==> src/rtl/tone_synth.sv <==
// tone_synth: multi-channel phase-accumulator tone generator.
// Note requests are synchronised and arbitrated by fixed priority, with channel 0 highest.
// The winning channel's phase increment drives a shared accumulator. The top accumulator
// bits address a synchronous wavetable ROM, and the returned sample is registered onto tono.
// Optional macro TONE_SYNTH_SYNC_SWITCH_EN enables click-free mode. In that mode, channel
// changes and releases wait for the waveform wrap (accumulator carry-out).
module tone_synth #(
  parameter int unsigned NUM_CH   = 4,
  parameter int unsigned PHASE_W  = 24,
  parameter int unsigned ADDR_W   = 5,
  parameter int unsigned SAMPLE_W = 4
) (
  input  logic                        clk,
  input  logic                        reset_n,
  input  logic [NUM_CH-1:0]           note_req,
  input  logic [NUM_CH*PHASE_W-1:0]   note_inc,
  output logic [ADDR_W-1:0]           rom_addr,
  input  logic [SAMPLE_W-1:0]         rom_data,
  output logic [SAMPLE_W-1:0]         tono,
  output logic                        active,
  output logic [$clog2(NUM_CH)-1:0]   active_ch,
  output logic                        phase_wrap
);

  localparam int unsigned CH_W = $clog2(NUM_CH);

  localparam logic [0:0] StIdle = 1'b0;
  localparam logic [0:0] StPlay = 1'b1;

  // Silence level: mid-scale of the unsigned sample range.
  localparam logic [SAMPLE_W-1:0] Mid = {1'b1, {(SAMPLE_W-1){1'b0}}};

  logic [NUM_CH-1:0]   r_sync1;
  logic [NUM_CH-1:0]   r_req_s;
  logic [0:0]          r_state;
  logic [PHASE_W-1:0]  r_phase;
  logic [CH_W-1:0]     r_active_ch;
  logic                r_wrap;
  logic                r_play_d1;
  logic [SAMPLE_W-1:0] r_tono;

  logic [CH_W-1:0]     w_want;
  logic                w_want_valid;
  logic [PHASE_W-1:0]  w_inc;
  logic [PHASE_W:0]    w_sum;
  logic                w_change;
  logic                w_apply;
  logic                w_apply_wrap;

  // Two-flop synchroniser on the asynchronous button requests.
  always_ff @(posedge clk or negedge reset_n) begin
    if (!reset_n) begin
      r_sync1 <= '0;
      r_req_s <= '0;
    end else begin
      r_sync1 <= note_req;
      r_req_s <= r_sync1;
    end
  end

  // Fixed-priority arbiter: lowest set index wins.
  always_comb begin
    w_want = '0;
    for (int k = NUM_CH - 1; k >= 0; k--) begin
      if (r_req_s[k]) w_want = CH_W'(k);
    end
  end

  assign w_want_valid = |r_req_s;
  assign w_inc        = note_inc[r_active_ch*PHASE_W +: PHASE_W];
  assign w_sum        = {1'b0, r_phase} + {1'b0, w_inc};
  assign w_change     = !w_want_valid || (w_want != r_active_ch);

`ifdef TONE_SYNTH_SYNC_SWITCH_EN
  // Hold changes until the wrap. A zero increment would never wrap, so switch at once.
  assign w_apply      = w_change && (w_sum[PHASE_W] || (w_inc == '0));
  // The switching cycle still performed the add, so its carry is reported.
  assign w_apply_wrap = w_sum[PHASE_W];
`else
  assign w_apply      = w_change;
  // An immediate switch discards the add, so there is no carry to report.
  assign w_apply_wrap = 1'b0;
`endif

  // Play FSM and phase accumulator.
  always_ff @(posedge clk or negedge reset_n) begin
    if (!reset_n) begin
      r_state     <= StIdle;
      r_phase     <= '0;
      r_active_ch <= '0;
      r_wrap      <= 1'b0;
    end else begin
      case (r_state)
        StIdle: begin
          r_phase <= '0;
          r_wrap  <= 1'b0;
          if (w_want_valid) begin
            r_state     <= StPlay;
            r_active_ch <= w_want;
          end
        end
        StPlay: begin
          if (w_apply) begin
            r_phase <= '0;
            r_wrap  <= w_apply_wrap;
            if (!w_want_valid) begin
              r_state <= StIdle;
            end else begin
              r_active_ch <= w_want;
            end
          end else begin
            r_phase <= w_sum[PHASE_W-1:0];
            r_wrap  <= w_sum[PHASE_W];
          end
        end
        default: begin
          r_state <= StIdle;
          r_phase <= '0;
          r_wrap  <= 1'b0;
        end
      endcase
    end
  end

  // Output pipeline: play flag tracks the ROM latency, then the sample register.
  // The registered tono is itself the second pipeline stage behind active.
  always_ff @(posedge clk or negedge reset_n) begin
    if (!reset_n) begin
      r_play_d1 <= 1'b0;
      r_tono    <= Mid;
    end else begin
      r_play_d1 <= (r_state == StPlay);
      r_tono    <= r_play_d1 ? rom_data : Mid;
    end
  end

  assign rom_addr   = r_phase[PHASE_W-1 -: ADDR_W];
  assign active     = (r_state == StPlay);
  assign active_ch  = r_active_ch;
  assign phase_wrap = r_wrap;
  assign tono       = r_tono;

endmodule

==> config.mk <==
export PLATFORM = sky130hd
export DESIGN_NAME = tone_synth
export DESIGN_NICKNAME = d
export VERILOG_FILES = /design/src/rtl/tone_synth.sv
export SDC_FILE = /design/constraint.sdc
export NUM_CORES = 1
export LEC_CHECK = 0
export ABC_AREA = 1
export CORE_MARGIN = 2
export CORE_UTILIZATION = 35
export CTS_CLUSTER_DIAMETER = 100
export CTS_CLUSTER_SIZE = 40
export DETAILED_ROUTE_END_ITERATION = 8
export GPL_TIMING_DRIVEN = 0
export PLACE_DENSITY = 0.73
export SLEW_MARGIN = 20
export SYNTH_ARGS = -nofsm -noshare
export SYNTH_HDL_FRONTEND = slang
export SYNTH_SLANG_ARGS = --single-unit
==> constraint.sdc <==
create_clock -name clk -period 3.95 [get_ports clk]
set_clock_uncertainty 0.15 [all_clocks]
set_input_delay 0.5925 -clock clk [delete_from_list [all_inputs] [get_ports clk]]
set_output_delay 0.5925 -clock clk [all_outputs]
set_load 0.1 [all_outputs]
==> impl_metrics.json, run 1 <==
{
  "yosysWarnings": 0,
  "finalHoldWorstSlack_ns": 0.05050,
  "ys_seq_elements": 41,
  "cp_max_fo": 10,
  "grt_first_pass_wirelength_mm": 19.88,
  "route.final.wire_length_mm": 11.85,
  "ctsHtreeMaxLevel": 2,
  "drv_cap": 0,
  "cts.repair.resized": 0,
  "final_max_slew_viol_count": 0,
  "setup-violations-final": 0,
  "final_net_count": 865,
  "routabilityCongestion": 0.9138,
  "drc_errors": 0,
  "layer_carrying_the_most_global_route_usage": "met2",
  "layout_worst_path_cycle_share": 0.7820,
  "first_pass_iters": 5,
  "max_slew.worst_pin.slew_ns": 0.9949,
  "grt_setup_unrepaired": "false",
  "pwr-share-seq": 0.201,
  "numPortBuffers": 118,
  "netSwitchingPower_mw": 1.508,
  "max_clock_freq_mhz": 323.7,
  "globalRouteOverflowTotal": 0,
  "switching_share_of_total_power": 0.5206,
  "final_design_area_no_fill_sq_mm": 0.005146,
  "number_of_different_library_cells_in_the_post_synthesis_netlist": 26,
  "layout.cells.most_common_list": "172 x sky130_fd_sc_hd__nand2_1, 117 x sky130_fd_sc_hd__clkdlybuf4s50_1, 98 x sky130_fd_sc_hd__inv_1, 98 x sky130_fd_sc_hd__nor2_1, 56 x sky130_fd_sc_hd__o21ai_0",
  "run_status": "complete, no violations",
  "met3_usage": 0.03311,
  "antenna_found_initial": 0,
  "grt_util_met1": 0.2713,
  "antenna_cells": 0,
  "layout_commonest_cell": "sky130_fd_sc_hd__nand2_1",
  "synthesis.nets": 739,
  "first_global_vias": 4330,
  "cts.hold.buffers_added": 0,
  "fillerInstances": 1042,
  "critical_path_class": "flop to flop",
  "synthToLayoutAreaGrowth_pct": 40.42,
  "clk_transition_reported_paths_ns": 0.09,
  "track_usage": 0.2189,
  "avgViaCountPerCell": 4.921,
  "insertion_delay_ns": 0.30,
  "clk_root_buffer_cell": "sky130_fd_sc_hd__clkbuf_8",
  "crit_path_end_kind": "flop",
  "detailedRoute.firstIterationViolations": 282,
  "synthesis.area_per_instance_sq_um": 6.028,
  "power.share.clock": 0.122,
  "design.die.area_sq_mm": 0.01131,
  "cts_setup_buffers": 0,
  "syn-cell-area_sq_mm": 0.003665,
  "startpoint_type_of_the_worst_setup_path": "flop",
  "fin_crit_ns": 3.089,
  "start_util": 0.3582,
  "die_height_microns": 106.3,
  "floorplan.die.width_microns": 106.3,
  "clock-sinks": 41,
  "worst_endpoint_data_arrival_time_ns": 3.14,
  "share_of_layout_cells_above_drive_strength_1": 0.03401,
  "power.ir.vdd_worst_mv": 0.3428,
  "critPathRequiredTime_ns": 4.00,
  "grt_max_degree": 28,
  "dp_hpwl_mm": 9.709,
  "netlist_instances": 608,
  "core_area_sq_mm": 0.01023,
  "cts-buffers-inserted": 5,
  "seq_area_frac_synth": 0.2803,
  "total_leakage_power_nw": 2.664,
  "seqCellArea_sq_mm": 0.001027,
  "timing.hold.worst.class": "input port to async pin",
  "cellPowerDensity_mw_per_mm2": 563.0,
  "dr_total_vias": 4286,
  "intPower_mw": 1.389,
  "num_io_pins": 119,
  "post_dp_cell_area_sq_mm": 0.005031,
  "multi_input_comb_area_sq_mm": 0.002165,
  "hold_violations": 0,
  "routed_wire_length_per_instance_microns": 13.60,
  "clk_path_buf_depth": 2,
  "grt_util_met2": 0.3929,
  "timing.setup.tns_ns": 0,
  "final_antenna_net_count": 0,
  "num_rows": 37,
  "power_frac_comb": 0.677,
  "max-slew-margin-rel": 0.3347,
  "cts_tree": "yes"
}
[path summary, 6_finish.rpt]
path	startpoint	to	slack, ns	cells past startpoint
hold reg to reg	r_sync1[3]$_DFF_PN0_	r_req_s[3]$_DFF_PN0_	0.21	0
min in group clk	r_sync1[3]$_DFF_PN0_	r_req_s[3]$_DFF_PN0_	0.21	0
hold / removal	reset_n	tono[2]$_DFF_PN0_	0.05	1
setup / recovery	active_ch[1]$_DFFE_PN0P_	r_phase[15]$_DFF_PN0_	0.86	13
max in group asynchronous	reset_n	r_sync1[2]$_DFF_PN0_	3.13	2
setup reg to reg	active_ch[1]$_DFFE_PN0P_	r_phase[15]$_DFF_PN0_	0.86	13
[kinds of logic (layout without fill, tap and decap cells)]
family                     after synthesis  in the layout  share of synthesized area
and+or+nand+nor                        311            311                     0.3383
buffers and inverters                  119            246                     0.1291
AOI/OAI and AO/OA                      110            110                     0.1601
DFF                                     41             41                     0.2803
adders and majority gates               25             25                    0.08740
xor gates and xnor gates                 2              2                   0.004781
[Yosys cell counts]
master,instances,share of area
sky130_fd_sc_hd__dfrtp_1,40,0.27
sky130_fd_sc_hd__o21ai_0,56,0.076
sky130_fd_sc_hd__and2_2,1,0.0020
sky130_fd_sc_hd__buf_1,1,0.0010
sky130_fd_sc_hd__a21oi_1,26,0.036
sky130_fd_sc_hd__o22ai_1,24,0.041
sky130_fd_sc_hd__nor2_1,98,0.10
sky130_fd_sc_hd__or2_2,1,0.0017
sky130_fd_sc_hd__buf_4,6,0.012
sky130_fd_sc_hd__xnor2_1,1,0.0024
sky130_fd_sc_hd__o21ai_1,2,0.0027
sky130_fd_sc_hd__nand3b_1,3,0.0061
sky130_fd_sc_hd__inv_1,98,0.10
sky130_fd_sc_hd__xor2_1,1,0.0024
sky130_fd_sc_hd__a21oi_2,1,0.0024
sky130_fd_sc_hd__o31ai_1,1,0.0020
sky130_fd_sc_hd__clkbuf_1,11,0.011
sky130_fd_sc_hd__ha_1,24,0.082
sky130_fd_sc_hd__nor2_2,2,0.0034
sky130_fd_sc_hd__buf_2,3,0.0041
sky130_fd_sc_hd__fa_1,1,0.0055
sky130_fd_sc_hd__dfstp_2,1,0.0072
sky130_fd_sc_hd__nand4_1,6,0.010
sky130_fd_sc_hd__nand3_1,23,0.031
sky130_fd_sc_hd__nand2_1,172,0.18
sky130_fd_sc_hd__nor3_1,5,0.0068
[power by group through the flow]
| stage | Sequential [mW] | Combinational [mW] | Clock (mW) |
|---|---|---|---|
| after CTS | 0.583 | 1.95 | 0.358 |
| final | 0.582 | 1.96 | 0.353 |
| after detailed placement | 0.591 | 1.93 | 0 |
| after global routing | 0.595 | 2.21 | 0.376 |
| after floorplan | 0.633 | 1.37 | 0 |
| after global placement | 0.586 | 1.90 | 0 |
[per-stage QoR]
step / total power [mW] / std cells / utilization / setup WS [ns]
floorplan: 2.006 / 608 / - / 0.7167
global placement: 2.484 / 862 / 0.4903 / 0.7772
detailed placement: 2.522 / 863 / 0.4917 / 0.7664
CTS: 2.888 / 871 / 0.5030 / 0.8732
finish: 2.897 / 871 / 0.5030 / 0.8610
global route: 3.186 / 871 / 0.5030 / 0.5826
[layout make-up]
cell class | count | area share
Multi-Input combinational cell | 448 | 0.4206
Clock buffer | 5 | 0.01337
Timing Repair Buffer | 119 | 0.2324
Inverter | 98 | 0.07148
Buffer | 21 | 0.02042
Sequential cell | 41 | 0.1996
Clock inverter | 3 | 0.008996
Tap cell | 136 | 0.03307
[registers in the layout, summed over array words and instances, names as in the netlist]
register,cells
active,1
r_sync1,4
r_req_s,4
r_play_d1,1
active_ch,2
r_phase,24
phase_wrap,1
tono,4
[routing by layer]
layer  part of all wire  vias up
met4              0.022        0
met2               0.49      147
li1                   -     2173
met1               0.43     1946
met3              0.057       20
met5                  0        -
[worst max-delay path, stage by stage (launching register included)]
cell and delay (ns):
sky130_fd_sc_hd__dfrtp_1 0.50, sky130_fd_sc_hd__inv_1 0.23, sky130_fd_sc_hd__clkbuf_1 0.39, sky130_fd_sc_hd__o21ai_0 0.16, sky130_fd_sc_hd__o22ai_1 0.22, sky130_fd_sc_hd__ha_1 0.33
sky130_fd_sc_hd__nand2_1 0.13, sky130_fd_sc_hd__inv_1 0.06, sky130_fd_sc_hd__a21oi_1 0.15, sky130_fd_sc_hd__nand2_1 0.16, sky130_fd_sc_hd__a21oi_1 0.32, sky130_fd_sc_hd__nand2_1 0.09
sky130_fd_sc_hd__nand2_1 0.07, sky130_fd_sc_hd__nor2_1 0.04
No activity file was read; power rests on OpenSTA's default activity.
==> inputs of run 2 (changes only) <==
==> constraint.sdc (replaced) <==
create_clock -name clk -period 3.2 [get_ports clk]
set_clock_uncertainty 0.15 [all_clocks]
set_input_delay 0.48 -clock clk [delete_from_list [all_inputs] [get_ports clk]]
set_output_delay 0.48 -clock clk [all_outputs]
set_load 0.1 [all_outputs]
==> impl_metrics.json, run 2 (synthesis gave the netlist of run 1 again) <==
{
  "routed_wire_length_per_instance_microns": 14.03,
  "power.share.clock": 0.122,
  "cts-buffers-inserted": 5,
  "grt_first_pass_wirelength_mm": 19.95,
  "start_util": 0.3582,
  "intPower_mw": 1.717,
  "pwr-share-seq": 0.200,
  "die_height_microns": 106.3,
  "share_of_layout_cells_above_drive_strength_1": 0.04212,
  "avgViaCountPerCell": 4.940,
  "r2r_cells": 17,
  "routabilityCongestion": 0.9435,
  "grt_max_degree": 28,
  "largest-register": "r_phase",
  "timing.reg2reg.setup_slack_ns": 0.20,
  "timing.setup.tns_ns": 0,
  "core_area_sq_mm": 0.01023,
  "setup-violations-final": 0,
  "dr_total_vias": 4308,
  "grt_setup_unrepaired": "false",
  "track_usage": 0.2216,
  "antenna_found_initial": 0,
  "startpoint_type_of_the_worst_setup_path": "flop",
  "clk_transition_reported_paths_ns": 0.09,
  "worst_setup_path_endpoint": "phase_wrap$_DFF_PN0_",
  "crit_path_end_kind": "flop",
  "cp_max_fo": 10,
  "max-slew-margin-rel": 0.3343,
  "cts_tree": "yes",
  "holdPathStages": 0,
  "max_slew.worst_pin.slew_ns": 0.9954,
  "layout_worst_path_cycle_share": 0.9379,
  "timing.critical_path.from": "active_ch[0]$_DFFE_PN0P_",
  "final_net_count": 866,
  "cellPowerDensity_mw_per_mm2": 695.4,
  "largest_register_ffs": 24,
  "reg2reg_to": "phase_wrap$_DFF_PN0_",
  "antenna_cells": 0,
  "final_design_area_no_fill_sq_mm": 0.005164,
  "total_leakage_power_nw": 2.682,
  "switching_share_of_total_power": 0.5220,
  "first_pass_iters": 5,
  "first_global_vias": 4258,
  "clk_path_buf_depth": 2,
  "route.final.wire_length_mm": 12.23,
  "clk_root_buffer_cell": "sky130_fd_sc_hd__clkbuf_8",
  "dp_hpwl_mm": 9.928,
  "numPortBuffers": 118,
  "num_io_pins": 119,
  "worst_r2r_startpoint": "active_ch[0]$_DFFE_PN0P_",
  "max_clock_freq_mhz": 333.2,
  "final_max_slew_viol_count": 0,
  "worst_endpoint_data_arrival_time_ns": 3.05,
  "ctsHtreeMaxLevel": 2,
  "final_antenna_net_count": 0,
  "power.ir.vdd_worst_mv": 0.5428,
  "floorplan.die.width_microns": 106.3,
  "layout.cells.most_common_list": "172 x sky130_fd_sc_hd__nand2_1, 117 x sky130_fd_sc_hd__clkdlybuf4s50_1, 98 x sky130_fd_sc_hd__inv_1, 98 x sky130_fd_sc_hd__nor2_1, 56 x sky130_fd_sc_hd__o21ai_0",
  "globalRouteOverflowTotal": 0,
  "post_dp_cell_area_sq_mm": 0.005032,
  "power_frac_comb": 0.677,
  "insertion_delay_ns": 0.31,
  "hold_violations": 0,
  "drc_errors": 0,
  "detailedRoute.firstIterationViolations": 249,
  "clock-sinks": 41,
  "num_rows": 37,
  "synthToLayoutAreaGrowth_pct": 40.90,
  "layout_commonest_cell": "sky130_fd_sc_hd__nand2_1",
  "cts_setup_buffers": 0,
  "critPathRequiredTime_ns": 3.25,
  "netSwitchingPower_mw": 1.874,
  "fin_crit_ns": 3.001,
  "critical_path_class": "flop to flop",
  "run_status": "complete, no violations",
  "design.die.area_sq_mm": 0.01131,
  "timing.hold.worst.class": "flop to flop",
  "drv_cap": 0
}
[run 2: per-stage QoR]
stage	hold WS (ns)	util	total power, mW	instances	worst slack, ns
global placement	0.1858	0.4904	3.066	862	0.1401
CTS	0.2065	0.5041	3.577	872	0.1266
floorplan	0.03441	-	2.476	608	0.1290
detailed placement	0.1856	0.4919	3.122	863	0.1162
global route	0.2181	0.5047	3.932	872	0.01477
finish	0.2049	0.5047	3.591	872	0.1986
[run 2: layout make-up]
type	count	area, sq um
fillers	1038	5067
clock buffers	5	68.82
well taps	136	170.2
multi-input cells	448	2165
flip-flops and latches	41	1028
plain buffers	21	111.4
repair buffers	120	1206
inverters	98	367.9
clock inverters	3	46.29
[run 2: worst min path at each step]
stage / startpoint / end
2_1_floorplan: reset_n / active$_DFF_PN0_
3_3_place_gp: r_sync1[3]$_DFF_PN0_ / r_req_s[3]$_DFF_PN0_
3_5_place_dp: r_sync1[2]$_DFF_PN0_ / r_req_s[2]$_DFF_PN0_
4_1_cts: r_sync1[2]$_DFF_PN0_ / r_req_s[2]$_DFF_PN0_
5_1_grt: r_sync1[3]$_DFF_PN0_ / r_req_s[3]$_DFF_PN0_
6_report: r_sync1[3]$_DFF_PN0_ / r_req_s[3]$_DFF_PN0_
[run 2: power groups by stage]
| stage | Sequential [mW] | Clock, mW | Combinational, mW |
|---|---|---|---|
| after global routing | 0.733 | 0.471 | 2.73 |
| after CTS | 0.719 | 0.450 | 2.41 |
| after global placement | 0.723 | 0 | 2.34 |
| after floorplan | 0.782 | 0 | 1.69 |
| final | 0.720 | 0.438 | 2.43 |
| after detailed placement | 0.731 | 0 | 2.39 |
[run 2: metal layers]
metal | share of wire | global-route usage
met5 | 0 | 0
met2 | 0.49 | 0.4135
met4 | 0.013 | 0.05733
met3 | 0.060 | 0.03372
met1 | 0.43 | 0.2627
[run 2: worst max-delay path: stages (launching register included)]
cell and delay, ns:
sky130_fd_sc_hd__dfrtp_2 0.41, sky130_fd_sc_hd__inv_1 0.09, sky130_fd_sc_hd__clkbuf_2 0.23, sky130_fd_sc_hd__nor2_1 0.16, sky130_fd_sc_hd__o22ai_1 0.12, sky130_fd_sc_hd__ha_1 0.26
sky130_fd_sc_hd__fa_1 0.45, sky130_fd_sc_hd__nand2_1 0.11, sky130_fd_sc_hd__nand2_1 0.08, sky130_fd_sc_hd__and2_2 0.21, sky130_fd_sc_hd__nand2_1 0.07, sky130_fd_sc_hd__nand2_1 0.11
sky130_fd_sc_hd__nand2_1 0.15, sky130_fd_sc_hd__nand2_1 0.07, sky130_fd_sc_hd__nand2_1 0.07, sky130_fd_sc_hd__nand2_1 0.06, sky130_fd_sc_hd__nand2_1 0.06, sky130_fd_sc_hd__inv_1 0.04
[run 2: repair_timing]
item,4_1_cts,5_1_grt
endpoints found under the setup margin,0,12
hold endpoints to repair,13,0
gates resized for setup,0,9
hold buffers,1,0
==> inputs of run 3 (changes only) <==
==> constraint.sdc (replaced) <==
create_clock -name clk -period 3.9 [get_ports clk]
set_clock_uncertainty 0.15 [all_clocks]
set_input_delay 0.585 -clock clk [delete_from_list [all_inputs] [get_ports clk]]
set_output_delay 0.585 -clock clk [all_outputs]
set_load 0.1 [all_outputs]
==> results of run 3 <==
Same layout as run 1 (identical final DEF). Status: complete, no violations.
Main changes from that run: setup slack after placement 0.7664 ns -> 0.7239 ns; setup slack after layout 0.8610 ns -> 0.8110 ns; hold slack 0.05050 ns -> 0.04300 ns; register-to-register setup slack 0.86 ns -> 0.81 ns; total power 2.897 mW -> 2.934 mW; worst IR drop on VDD 0.3428 mV -> 0.3472 mV
